==> src/rtl/rgb_channel_router_if.sv <==
`default_nettype none
// ============================================================================
//  Module   : rgb_channel_router_if
//  Brief    : Pixel, configuration and status bundle for rgb_channel_router.
//  Revision : 1.0  initial release
// ============================================================================
interface rgb_channel_router_if #(
  parameter int DATA_W = 10
);
  logic              iEnable;
  logic [5:0]        iCfg_sel;
  logic [2:0]        iCfg_inv;
  logic [DATA_W:0]   iCfg_off;
  logic              iCfg_wr;
  logic              iSOF;
  logic              iValid;
  logic [DATA_W-1:0] iRed;
  logic [DATA_W-1:0] iGreen;
  logic [DATA_W-1:0] iBlue;
  logic              oValid;
  logic [DATA_W-1:0] oRed;
  logic [DATA_W-1:0] oGreen;
  logic [DATA_W-1:0] oBlue;
  logic              oCfg_pending;

  modport slave (
    input  iEnable, iCfg_sel, iCfg_inv, iCfg_off, iCfg_wr, iSOF, iValid,
           iRed, iGreen, iBlue,
    output oValid, oRed, oGreen, oBlue, oCfg_pending
  );

  modport master (
    output iEnable, iCfg_sel, iCfg_inv, iCfg_off, iCfg_wr, iSOF, iValid,
           iRed, iGreen, iBlue,
    input  oValid, oRed, oGreen, oBlue, oCfg_pending
  );
endinterface
`default_nettype wire

==> src/rtl/rgb_channel_router.sv <==
`default_nettype none
// ============================================================================
//  Module   : rgb_channel_router
//  Brief    : Two-stage colour-channel router with select, invert and
//             saturating brightness offset; config swaps only at frame start.
//  Revision : 1.0  initial release
// ============================================================================
module rgb_channel_router #(
  parameter int DATA_W = 10
) (
  input  logic                iCLK,
  input  logic                iRST,
  rgb_channel_router_if.slave bus
);
  localparam logic [5:0]        c_selIdentity = 6'b10_01_00;
  localparam logic [DATA_W-1:0] c_maxVal      = {DATA_W{1'b1}};

  logic                     r_enMeta, r_enSync;
  logic [5:0]               r_shSel, r_actSel;
  logic [2:0]               r_shInv, r_actInv;
  logic [DATA_W:0]          r_shOff, r_actOff;
  logic                     r_actEn;
  logic                     r_pending;

  logic [5:0]               w_effSel;
  logic [2:0]               w_effInv;
  logic [DATA_W:0]          w_effOff;
  logic                     w_effEn;

  logic                     r_s1Valid, r_s1En, r_s2Valid;
  logic [2:0]               r_s1Inv;
  logic [DATA_W:0]          r_s1Off;

  logic [2:0][DATA_W-1:0]   w_pix;
  logic [2:0][DATA_W-1:0]   w_out;

  assign w_pix = {bus.iBlue, bus.iGreen, bus.iRed};

  // The SOF pixel already sees the config that active is being loaded with.
  always_comb begin
    w_effSel = r_actSel;
    w_effInv = r_actInv;
    w_effOff = r_actOff;
    w_effEn  = r_actEn;
    if (bus.iSOF) begin
      w_effEn = r_enSync;
      if (bus.iCfg_wr) begin
        w_effSel = bus.iCfg_sel;
        w_effInv = bus.iCfg_inv;
        w_effOff = bus.iCfg_off;
      end else begin
        w_effSel = r_shSel;
        w_effInv = r_shInv;
        w_effOff = r_shOff;
      end
    end
  end

  always_ff @(posedge iCLK or posedge iRST) begin
    if (iRST) begin
      r_enMeta  <= 1'b0;
      r_enSync  <= 1'b0;
      r_shSel   <= c_selIdentity;
      r_shInv   <= '0;
      r_shOff   <= '0;
      r_actSel  <= c_selIdentity;
      r_actInv  <= '0;
      r_actOff  <= '0;
      r_actEn   <= 1'b0;
      r_pending <= 1'b0;
      r_s1Valid <= 1'b0;
      r_s1En    <= 1'b0;
      r_s1Inv   <= '0;
      r_s1Off   <= '0;
      r_s2Valid <= 1'b0;
    end else begin
      r_enMeta <= bus.iEnable;
      r_enSync <= r_enMeta;
      if (bus.iCfg_wr) begin
        r_shSel <= bus.iCfg_sel;
        r_shInv <= bus.iCfg_inv;
        r_shOff <= bus.iCfg_off;
      end
      if (bus.iSOF) begin
        r_actSel <= w_effSel;
        r_actInv <= w_effInv;
        r_actOff <= w_effOff;
        r_actEn  <= w_effEn;
      end
      // Frame start clears pending even if a write lands in the same cycle.
      if (bus.iSOF)
        r_pending <= 1'b0;
      else if (bus.iCfg_wr)
        r_pending <= 1'b1;
      r_s1Valid <= bus.iValid;
      if (bus.iValid) begin
        r_s1En  <= w_effEn;
        r_s1Inv <= w_effInv;
        r_s1Off <= w_effOff;
      end
      r_s2Valid <= r_s1Valid;
    end
  end

  for (genvar c = 0; c < 3; c++) begin : g_chan
    logic [1:0]               w_sel;
    logic [DATA_W-1:0]        w_src, w_v, w_res;
    logic signed [DATA_W+1:0] w_sum;
    logic [DATA_W-1:0]        r_s1Pix, r_out;

    assign w_sel = w_effSel[2*c +: 2];

    always_comb begin
      w_src = '0;
      case (w_sel)
        2'd0:    w_src = bus.iRed;
        2'd1:    w_src = bus.iGreen;
        2'd2:    w_src = bus.iBlue;
        default: w_src = '0;
      endcase
    end

    assign w_v   = r_s1Inv[c] ? ~r_s1Pix : r_s1Pix;
    assign w_sum = $signed({2'b00, w_v}) + $signed({r_s1Off[DATA_W], r_s1Off});

    always_comb begin
      w_res = w_sum[DATA_W-1:0];
      if (w_sum[DATA_W+1])
        w_res = '0;
      else if (w_sum[DATA_W])
        w_res = c_maxVal;
    end

    // With routing disabled stage 1 holds the raw input, passed through untouched.
    always_ff @(posedge iCLK or posedge iRST) begin
      if (iRST) begin
        r_s1Pix <= '0;
        r_out   <= '0;
      end else begin
        if (bus.iValid)
          r_s1Pix <= w_effEn ? w_src : w_pix[c];
        if (r_s1Valid)
          r_out <= r_s1En ? w_res : r_s1Pix;
      end
    end

    assign w_out[c] = r_out;
  end

  assign bus.oValid       = r_s2Valid;
  assign bus.oRed         = w_out[0];
  assign bus.oGreen       = w_out[1];
  assign bus.oBlue        = w_out[2];
  assign bus.oCfg_pending = r_pending;
endmodule
`default_nettype wire
==> src/flat_wrapper.sv <==
// flat-port wrapper written by rule: the top's interface ports become plain ports
module rgb_channel_router_flat 
#(
  parameter int DATA_W = 10
)
  (iCLK, iRST, bus_iEnable, bus_iCfg_sel, bus_iCfg_inv, bus_iCfg_off, bus_iCfg_wr, bus_iSOF, bus_iValid, bus_iRed, bus_iGreen, bus_iBlue, bus_oValid, bus_oRed, bus_oGreen, bus_oBlue, bus_oCfg_pending);
  rgb_channel_router_if #(.DATA_W(DATA_W)) bus_i ();
  input  logic iCLK;
  input  logic iRST;
  input wire logic [$bits(bus_i.iEnable)-1:0] bus_iEnable;
  input wire logic [$bits(bus_i.iCfg_sel)-1:0] bus_iCfg_sel;
  input wire logic [$bits(bus_i.iCfg_inv)-1:0] bus_iCfg_inv;
  input wire logic [$bits(bus_i.iCfg_off)-1:0] bus_iCfg_off;
  input wire logic [$bits(bus_i.iCfg_wr)-1:0] bus_iCfg_wr;
  input wire logic [$bits(bus_i.iSOF)-1:0] bus_iSOF;
  input wire logic [$bits(bus_i.iValid)-1:0] bus_iValid;
  input wire logic [$bits(bus_i.iRed)-1:0] bus_iRed;
  input wire logic [$bits(bus_i.iGreen)-1:0] bus_iGreen;
  input wire logic [$bits(bus_i.iBlue)-1:0] bus_iBlue;
  output wire logic [$bits(bus_i.oValid)-1:0] bus_oValid;
  output wire logic [$bits(bus_i.oRed)-1:0] bus_oRed;
  output wire logic [$bits(bus_i.oGreen)-1:0] bus_oGreen;
  output wire logic [$bits(bus_i.oBlue)-1:0] bus_oBlue;
  output wire logic [$bits(bus_i.oCfg_pending)-1:0] bus_oCfg_pending;
  assign bus_i.iEnable = bus_iEnable;
  assign bus_i.iCfg_sel = bus_iCfg_sel;
  assign bus_i.iCfg_inv = bus_iCfg_inv;
  assign bus_i.iCfg_off = bus_iCfg_off;
  assign bus_i.iCfg_wr = bus_iCfg_wr;
  assign bus_i.iSOF = bus_iSOF;
  assign bus_i.iValid = bus_iValid;
  assign bus_i.iRed = bus_iRed;
  assign bus_i.iGreen = bus_iGreen;
  assign bus_i.iBlue = bus_iBlue;
  assign bus_oValid = bus_i.oValid;
  assign bus_oRed = bus_i.oRed;
  assign bus_oGreen = bus_i.oGreen;
  assign bus_oBlue = bus_i.oBlue;
  assign bus_oCfg_pending = bus_i.oCfg_pending;
  rgb_channel_router #(.DATA_W(DATA_W)) u_core (.iCLK(iCLK), .iRST(iRST), .bus(bus_i));
endmodule
==> config.mk <==
export PLATFORM = sky130hd
export DESIGN_NAME = rgb_channel_router_flat
export DESIGN_NICKNAME = d
export VERILOG_FILES = /design/src/rtl/rgb_channel_router_if.sv /design/src/rtl/rgb_channel_router.sv /design/src/flat_wrapper.sv
export SDC_FILE = /design/constraint.sdc
export NUM_CORES = 1
export LEC_CHECK = 0
export ABC_AREA = 1
export BUFFER_PORTS_ARGS = -buffer_cell sky130_fd_sc_hd__buf_2
export CAP_MARGIN = 40
export CORE_AREA = 2 2 127 129
export CTS_CLUSTER_DIAMETER = 50
export DETAILED_ROUTE_END_ITERATION = 6
export DIE_AREA = 0 0 129 131
export GPL_TIMING_DRIVEN = 0
export PLACE_DENSITY = 0.69
export SETUP_SLACK_MARGIN = 0.02
export SLEW_MARGIN = 20
export SYNTH_ARGS = -nofsm -noshare
export SYNTH_HDL_FRONTEND = slang
export SYNTH_SLANG_ARGS = --single-unit
==> constraint.sdc <==
create_clock -name iCLK -period 10.2 [get_ports iCLK]
set_input_delay 0.51 -clock iCLK [delete_from_list [all_inputs] [get_ports iCLK]]
set_output_delay 0.51 -clock iCLK [all_outputs]
set_load 0.05 [all_outputs]
# --- After elaboration in Yosys (flattened, before gate mapping) ---
# Cells that the tools add are included.
totals:
  ff_bits: 121
  inputBits: 56
  output_inout_bits: 32
classes:
  n_addsub: 3
  eq_ne: 6
  mux: 27
  bitwise_logic: 3
  n_reduce_logical: 4
ops:
  columns: ["op", "count"]
  rows:
  - ["2-to-1 mux 10 bit", 15]
  - ["case mux 10 bit (3 select lines)", 3]
  - ["adder 11 x 11 -> 12 bit", 3]
  - ["inverter 10 bit", 3]
  - ["2-to-1 mux 11 bit", 2]
  - ["2-to-1 mux 6 bit", 2]
  - ["== test 2 x 1 -> 1 bit (second input constant)", 3]
  - ["== test 2 bit (second input constant)", 3]
  - ["logical NOT 2 bit", 3]
  - ["2-to-1 mux 3 bit", 2]
  - ["2-to-1 mux 1 bit", 3]
  - ["nonzero test 2 bit", 1]

# --- Logic depth before layout (Yosys ltp) ---
# Gate-level depths: netlist of run 1.
logic_depth:
  ltp_word: 6
  mapped_depth: 15
  depth_no_buf: 14

# --- Worst setup path before layout of run 1 ---
# Ideal clock, no wire load.
synth_path:
  path_type: "reg2reg"
  from: "reg u_core.r_s1Inv[2]"
  to: "reg u_core.g_chan[2].r_out[0], in the netlist u_core.bus.oBlue[0]"
  setup_time_ns: 0.122
  arrival_ns: 2.261
  setup_slack_ns: 7.817
  stages_incl_launch_ff: 14
  path_buffers: 1
  period_less_slack_ns: 2.383
  path_cell_list: "dfrtp_1 -> buf_1 -> xor2_1 -> ha_1 -> inv_1 -> fa_1 -> inv_1 -> nand3_1 -> nand3_1 -> nand2_1 -> nand2_1 -> nand2_1 -> nand2_1 -> a21oi_1"
synth_via:
  elab_chain_cells: 5
synth_lines:
  columns: ["element", "line", "source"]
  rows:
  - ["start, declared", "rgb_channel_router.sv:31", "logic [2:0] r_s1Inv;"]
  - ["start signal, assigned", "rgb_channel_router.sv:98", "r_s1Inv <= w_effInv;"]
  - ["2-to-1 mux 10 bit (*)", "rgb_channel_router.sv:123", "assign w_v = r_s1Inv[c] ? ~r_s1Pix : r_s1Pix;"]
  - ["adder 11 x 11 -> 12 bit (*)", "rgb_channel_router.sv:124", "assign w_sum = $signed({2'b00, w_v}) + $signed({r_s1Off[DATA_W], r_s1Off});"]
  - ["2-to-1 mux 10 bit", "rgb_channel_router.sv:130", "else if (w_sum[DATA_W])"]
  - ["2-to-1 mux 10 bit (*)", "rgb_channel_router.sv:128", "if (w_sum[DATA_W+1])"]
  - ["2-to-1 mux 10 bit (*)", "rgb_channel_router.sv:143", "r_out <= r_s1En ? w_res : r_s1Pix;"]
  - ["end signal, assigned", "rgb_channel_router.sv:143", null]
  - ["end, declared", "rgb_channel_router.sv:109", "logic [DATA_W-1:0] r_s1Pix, r_out;"]
# Mark *: on every way between the ends. The rest lies on a longest branch, timed or not.
# A chain may end at the register's enable or synchronous reset.

# --- Worst setup path after layout of run 1 ---
layout_path:
  from: "reg u_core.r_s1Inv[1]"
  to: "reg u_core.g_chan[1].r_out[5], in the netlist u_core.bus.oGreen[5]"
layout_via:
  elab_chain_cells: 5
layout_lines:
  columns: ["element", "line"]
  rows:
  - ["2-to-1 mux 10 bit (*)", "rgb_channel_router.sv:123"]
  - ["adder 11 x 11 -> 12 bit (*)", "rgb_channel_router.sv:124"]
  - ["2-to-1 mux 10 bit", "rgb_channel_router.sv:130"]
  - ["2-to-1 mux 10 bit (*)", "rgb_channel_router.sv:128"]
  - ["2-to-1 mux 10 bit (*)", "rgb_channel_router.sv:143"]
  - ["end signal, assigned", "rgb_channel_router.sv:143"]
  - ["end, declared", "rgb_channel_router.sv:109"]
# Marked as above.

==> flow_metrics.env, run 1 <==
export IMPL_synth_cells=1053
export IMPL_num_io_pins=88
export IMPL_rsz0062_at_grt="false"
export IMPL_dr_pass1_iters=4
export IMPL_fin_setup_tns_ns=0
export IMPL_clk_latency_ns=0.42
export IMPL_setup_viol=0
export IMPL_wl_per_cell_um=16.1
export IMPL_gr_total_overflow=0
export IMPL_r2r_slack_ns=7.31
export IMPL_utilization=0.573
export IMPL_seqPwrFrac=0.305
export IMPL_switching_share=0.416
export IMPL_yosysUniqueCellTypes=33
export IMPL_fp_dieW_um=129
export IMPL_cts_root_buf="clkbuf_16"
export IMPL_power_leakage_uw=0.00460
export IMPL_cts_buffer_depth=2
export IMPL_area_growth_pct=17.6
export IMPL_die_h_um=131
export IMPL_worstPathRequired_ns=10.50
export IMPL_p_sw_uw=840
export IMPL_cts_hold_buf=0
export IMPL_drv_slew=0
export IMPL_hpwl_um=16700
export IMPL_core_area_um2=15600
export IMPL_path_max_fanout=10
export IMPL_cts_sinks=121
export IMPL_die_area_um2=16900
export IMPL_grt_pass1_wl_um=35600
export IMPL_grt_antenna_before_repair=0
export IMPL_n_fill_cell=1488
export IMPL_fin_crit_sh=0.283
export IMPL_place_gp_congestion=0.933
export IMPL_clkPwrFrac=0.293
export IMPL_status="complete, no violations"
export IMPL_crit_start="u_core.r_s1Inv[1]"
export IMPL_post_cts_resized=0
export IMPL_ff2ff_path_depth=13
export IMPL_p_int_uw=1180
export IMPL_ys_ff_latch=121
export IMPL_worstMarginPinSlew_ns=0.705
export IMPL_io_buffer_count=86
export IMPL_finClkSkew_ns=0.00766
export IMPL_yosys_warnings=0
export IMPL_grt_usage=0.278
export IMPL_worstPathArrival_ns=3.18
export IMPL_critPathKind="reg2reg"
export IMPL_rr_endpoint="u_core.bus.oGreen[5]"
export IMPL_hold_violations=0
export IMPL_grt_max_degree=78
export IMPL_multi_input_area_um2=4010
export IMPL_grt_pass1_vias=6723
export IMPL_cts_buffers=17
export IMPL_max_slew_margin=0.530
export IMPL_drc=0
export IMPL_fin_cells=1389
export IMPL_clkTransAtPathRegs_ns=0.06
export IMPL_num_rows=46
export IMPL_regArea_um2=3030
export IMPL_drt_iter0_markers=594
export IMPL_r2r_start="u_core.r_s1Inv[1]"
export IMPL_synth_area_um2=7600
export IMPL_syn_nets=1142
export IMPL_finalWirelength_um=22400
export IMPL_ant_nets=0
export IMPL_start_kind="flop"
export IMPL_hp_class="in2async"
export IMPL_start_util=0.487
export IMPL_ys_seq_area_frac=0.399
export IMPL_pwr_share_comb=0.403
export IMPL_cts_tree="done"
export IMPL_vias=7246
export IMPL_cts_htree_levels=4
export IMPL_final_nets=1249
export IMPL_peakVddDrop_mv=0.123
export IMPL_period_minus_slack_ns=2.89
export IMPL_final_layout_size_suffix_gt1_frac=0.142
export IMPL_fmax_mhz=346
export IMPL_dp_cells=1357
export IMPL_vias_per_cell=5.22
export IMPL_powerDensity_nw_per_um2=226
export IMPL_end_kind="flop"
export IMPL_drv_cap=0
export IMPL_n_antenna_cell=0
export IMPL_crit_end="u_core.bus.oGreen[5]"
export IMPL_syn_avg_cell_area_um2=7.22
export IMPL_post_cts_buffers=0
[area by class of cell]
cell class,instances,share of cell area
tap,216,0.0302
timing repair buffer,88,0.0543
clock inverter,11,0.0140
clock buffer,21,0.0504
buffer,31,0.0148
sequential,121,0.339
multi-input combinational,789,0.449
inverter,112,0.0479
[state kept, by name (all words and copies together) (netlist names), 3 cells and up]
| register | cells |
|---|---|
| u_core.r_shInv | 3 |
| u_core.r_actSel | 6 |
| u_core.bus.oBlue | 10 |
| u_core.bus.oRed | 10 |
| u_core.r_shOff | 11 |
| u_core.r_s1Inv | 3 |
| u_core.r_actInv | 3 |
| u_core.bus.oGreen | 10 |
| u_core.r_actOff | 11 |
| u_core.r_s1Off | 11 |
| u_core.r_shSel | 6 |
| u_core.g_chan.r_s1Pix | 30 |
[how the worst min path moves through the flow]
stage / start / endpoint / slack [ns] / cells past startpoint
global placement: u_core.r_enMeta / u_core.r_enSync / 0.35 / 0
finish: iRST / u_core.r_shSel[1] / 0.16 / 3
global route: iRST / u_core.r_shSel[1] / 0.20 / 3
CTS: iRST / u_core.r_shSel[1] / 0.19 / 3
detailed placement: u_core.r_enMeta / u_core.r_enSync / 0.35 / 0
floorplan: u_core.r_enMeta / u_core.r_enSync / 0.33 / 0
[worst max-delay path: stages, from the launching register on]
cell and delay (ns):
dfrtp_1 0.35, buf_1 0.53, xor2_1 0.21, ha_1 0.23, inv_1 0.08, fa_1 0.44, inv_1 0.12, nand3_1 0.11
nand3_1 0.09, nand2_1 0.05, nand2_1 0.31, nand2_1 0.10, nand2_1 0.08, a21oi_1 0.06
[power groups by stage]
stage | sequential, µW | clock (µW) | combinational [µW]
finish | 615 | 591 | 814
detailed placement | 621 | 0 | 804
global route | 622 | 618 | 918
global placement | 621 | 0 | 798
CTS | 614 | 597 | 811
floorplan | 710 | 0 | 516
[layer usage]
metal,routed length (µm),track usage,share of wire,up-vias
li1,-,-,-,3580
met1,10200,0.385,0.46,3402
met2,10100,0.436,0.45,222
met3,1540,0.0692,0.069,42
met4,487,0.0799,0.022,0
met5,0,0,0,-
[Yosys cell counts]
master	number	area share
clkbuf_1	22	0.011
inv_4	1	0.00082
xor2_1	40	0.046
a21boi_0	3	0.0030
clkinv_1	2	0.00099
a21oi_4	3	0.0064
a31oi_1	14	0.012
o21ai_0	8	0.0053
fa_1	3	0.0079
nor2_1	114	0.056
or2_2	5	0.0041
inv_2	9	0.0044
nand2_2	10	0.0082
o21ai_1	10	0.0066
nand3b_1	3	0.0030
dfrtp_1	117	0.39
buf_1	5	0.0025
buf_4	2	0.0020
nor2_2	3	0.0025
nand3_1	40	0.026
o21ai_4	4	0.0086
nand2_1	338	0.17
xnor2_1	8	0.0092
dfstp_2	4	0.014
nand4_1	6	0.0049
inv_1	100	0.049
o21ai_2	5	0.0058
o22ai_1	14	0.012
buf_2	1	0.00066
or2_1	2	0.0016
a21oi_1	126	0.083
buf_6	1	0.0015
ha_1	30	0.049
[placed cells by master (no fill, tap or decap), types with 14 or more instances in the layout]
| cell type | n |
|---|---|
| dfrtp_1 | 117 |
| a31oi_1 | 14 |
| clkbuf_1 | 25 |
| clkbuf_16 | 17 |
| buf_2 | 87 |
| xor2_1 | 40 |
| nand2_1 | 338 |
| nor2_1 | 114 |
| ha_1 | 30 |
| o22ai_1 | 14 |
| a21oi_1 | 126 |
| nand3_1 | 40 |
| inv_1 | 99 |
[through the flow]
stage               cell area [µm²]  total power, µW  hold slack, ns  worst slack (ns)
floorplan                      7600             1230           0.331              6.48
global placement               8300             1420           0.348              5.00
detailed placement             8360             1420           0.354              7.33
CTS                            8940             2020           0.187              7.32
global route                   8940             2160           0.197              7.08
finish                         8940             2020           0.159              7.31
[cells by family (layout without fill, tap and decap cells)]
kind of cell,Yosys count,in the layout,share of synthesized area
AO/OA/AOI/OAI,187,187,0.142
flip-flops,121,121,0.399
XOR/XNOR,48,48,0.0553
adder cells (fa/ha/maj),33,33,0.0573
buffers and inverters,143,263,0.0731
AND/OR/NAND/NOR,521,521,0.274
No activity file was read; power rests on OpenSTA's default activity.
==> run 2, diff against run 1 <==
--- a/config.mk
+++ b/config.mk
@@ -13,7 +13,7 @@
 export DETAILED_ROUTE_END_ITERATION = 6
 export DIE_AREA = 0 0 129 131
 export GPL_TIMING_DRIVEN = 0
-export PLACE_DENSITY = 0.69
+export PLACE_DENSITY = 0.72
 export SETUP_SLACK_MARGIN = 0.02
 export SLEW_MARGIN = 20
 export SYNTH_ARGS = -nofsm -noshare
==> constraint.sdc (replaced) <==
create_clock -name iCLK -period 2.41 [get_ports iCLK]
set_input_delay 0.1205 -clock iCLK [delete_from_list [all_inputs] [get_ports iCLK]]
set_output_delay 0.1205 -clock iCLK [all_outputs]
set_load 0.05 [all_outputs]
==> run 2 against run 1 <==
  * Routed wire length grew 7.0%
  * Combinational power increased to 4.8 times the previous value
  * Register-to-register slack worse by 7.2 ns
  * Non-clock buffer count increased by 44
  * Cell count up 3.5%
  * Sequential cell count is the same
  * Critical path type unchanged
  * Largest cell class unchanged
  * Largest power group unchanged
==> flow_metrics.env, run 2 (synthesis gave the netlist of run 1 again) <==
export IMPL_status="complete, no violations"
export IMPL_rsz0062_at_grt="true"
export IMPL_hold_path_startpoint="bus_iCfg_wr"
export IMPL_place_gp_congestion=0.928
export IMPL_r2r_start="u_core.r_s1Inv[0]"
export IMPL_clk_latency_ns=0.42
export IMPL_final_layout_size_suffix_gt1_frac=0.197
export IMPL_utilization=0.620
export IMPL_path_max_fanout=5
export IMPL_slowest_stage="dfrtp_2"
export IMPL_vias_per_cell=5.25
export IMPL_min_to="u_core.r_shSel[3]"
export IMPL_vias=7547
export IMPL_drt_iter0_markers=584
export IMPL_layout_commonest_cell="nand2_1"
export IMPL_num_rows=46
export IMPL_die_area_um2=16900
export IMPL_worstMarginPinSlew_ns=0.660
export IMPL_final_nets=1298
export IMPL_hpwl_um=17000
export IMPL_most_common_layout_cells="nand2_1, a21oi_1, dfrtp_1"
export IMPL_core_area_um2=15600
export IMPL_dr_pass1_iters=5
export IMPL_start_kind="flop"
export IMPL_drc=0
export IMPL_cp_depth=13
export IMPL_cts_buffers=17
export IMPL_wl_per_cell_um=16.6
export IMPL_regMostFlops="u_core.g_chan.r_s1Pix"
export IMPL_timing_critical_path_max_delay_family="simple AND/OR/NAND/NOR gates"
export IMPL_peakVddDrop_mv=0.549
export IMPL_n_antenna_cell=0
export IMPL_cts_sinks=121
export IMPL_area_growth_pct=27.2
export IMPL_cts_tree="done"
export IMPL_ff2ff_path_depth=13
export IMPL_grt_max_degree=33
export IMPL_path_buf_inv=3
export IMPL_power_uw=9040
export IMPL_r2r_slack_ns=0.07
export IMPL_grt_antenna_before_repair=0
export IMPL_dp_cells=1359
export IMPL_power_leakage_uw=0.00486
export IMPL_critPathKind="reg2reg"
export IMPL_drv_slew=0
export IMPL_powerDensity_nw_per_um2=935
export IMPL_gr_total_overflow=0
export IMPL_drv_cap=0
export IMPL_hold_path_depth=3
export IMPL_grt_pass1_wl_um=36400
export IMPL_fin_crit_sh=0.969
export IMPL_fmax_mhz=428
export IMPL_worstPathCellList="buf_6, buf_4, xor2_2, ha_4, nand2_2, nor2_4, nand3_2, nand3_2, nor2_2, nor2_4, clkbuf_16, nand2_1, a21oi_1"
export IMPL_ant_nets=0
export IMPL_fin_cells=1437
export IMPL_clkTransAtPathRegs_ns=0.05
export IMPL_die_h_um=131
export IMPL_setup_viol=0
export IMPL_grt_usage=0.287
export IMPL_start_util=0.487
export IMPL_hp_class="in2reg"
export IMPL_worstPathRequired_ns=2.75
export IMPL_end_kind="flop"
export IMPL_finClkSkew_ns=0.00897
export IMPL_cpPeakStageDelay_ns=0.45
export IMPL_num_io_pins=88
export IMPL_grt_pass1_vias=6863
export IMPL_hold_violations=0
export IMPL_period_minus_slack_ns=2.34
export IMPL_largest_reg_flops=30
export IMPL_cts_buffer_depth=2
export IMPL_cts_htree_levels=4
export IMPL_worstPathArrival_ns=2.68
export IMPL_rr_endpoint="u_core.bus.oRed[2]"
export IMPL_finalWirelength_um=23900
export IMPL_fp_dieW_um=129
export IMPL_io_buffer_count=86
export IMPL_max_slew_margin=0.558
export IMPL_hold_ws_ns=0.0124
export IMPL_cts_root_buf="clkbuf_16"
[run 2: changes by cell type in the layout (fill, tap and decap cells not counted), sizes merged, moves of 3 or more]
| cell | delta |
|---|---|
| dlygate4sd3 | +28 |
| buf | +14 |
| clkinv | -4 |
| clkinvlp | +4 |
| nand2 | +3 |
[run 2: repair_timing]
item                                    CTS  global route
gates resized for setup                  16            60
gates cloned                              1             7
hold buffers                             28             0
endpoints found under the setup margin   30            30
buffers inserted                          0            11
hold endpoints to repair                 58             0
pin swaps                                 2            26
[run 2: power by group]
part | switching (µW) | internal [µW] | leakage, µW
clock network | 943 | 1570 | 0.000268
registers | 278 | 2340 | 0.00141
logic | 2560 | 1350 | 0.00318
total | 3780 | 5260 | 0.00486
[run 2: through the flow]
step	setup TNS, ns	cell area (µm²)	setup slack, ns
4_1_cts	0	9310	0.0270
2_1_floorplan	0	7610	0.0266
3_5_place_dp	-12.29	8390	-0.461
5_1_grt	-0.0849	9670	-0.0318
6_report	0	9670	0.0735
3_3_place_gp	-11.97	8310	-0.449
[run 2: per-layer routing]
metal,global-route usage,wire [µm],vias to the layer above
met1,0.397,10500,3524
met3,0.0452,1680,40
met5,0,0,-
met2,0.459,11100,280
li1,-,-,3703
met4,0.104,626,0
[run 2: area by class of cell]
cell class                 instances  area, µm²
clock buffer                      21        460
clock inverter                    10        120
fill                            1423       5930
tap                              216        270
inverter                         112        427
multi-input combinational        794       4270
buffer                            31        155
sequential                       121       3030
timing repair buffer             132        930
[run 2: worst register-to-register path, stage by stage, from the launching register on]
cell,delay [ns]
dfrtp_2,0.45
buf_6,0.16
buf_4,0.14
xor2_2,0.18
ha_4,0.30
nand2_2,0.08
nor2_4,0.11
nand3_2,0.09
nand3_2,0.08
nor2_2,0.05
nor2_4,0.23
clkbuf_16,0.21
nand2_1,0.05
a21oi_1,0.13
[run 2: worst max-delay path by stage]
stage,from,end,slack [ns]
floorplan,u_core.r_s1Inv[2],u_core.bus.oBlue[0],0.03
finish,u_core.r_s1Inv[0],u_core.bus.oRed[2],0.07
CTS,u_core.r_s1Inv[2],u_core.bus.oBlue[2],0.03
detailed placement,u_core.r_s1Inv[2],u_core.bus.oBlue[5],-0.46
global route,u_core.r_s1Inv[0],u_core.bus.oRed[2],-0.03
global placement,u_core.r_s1Inv[2],u_core.bus.oBlue[5],-0.45
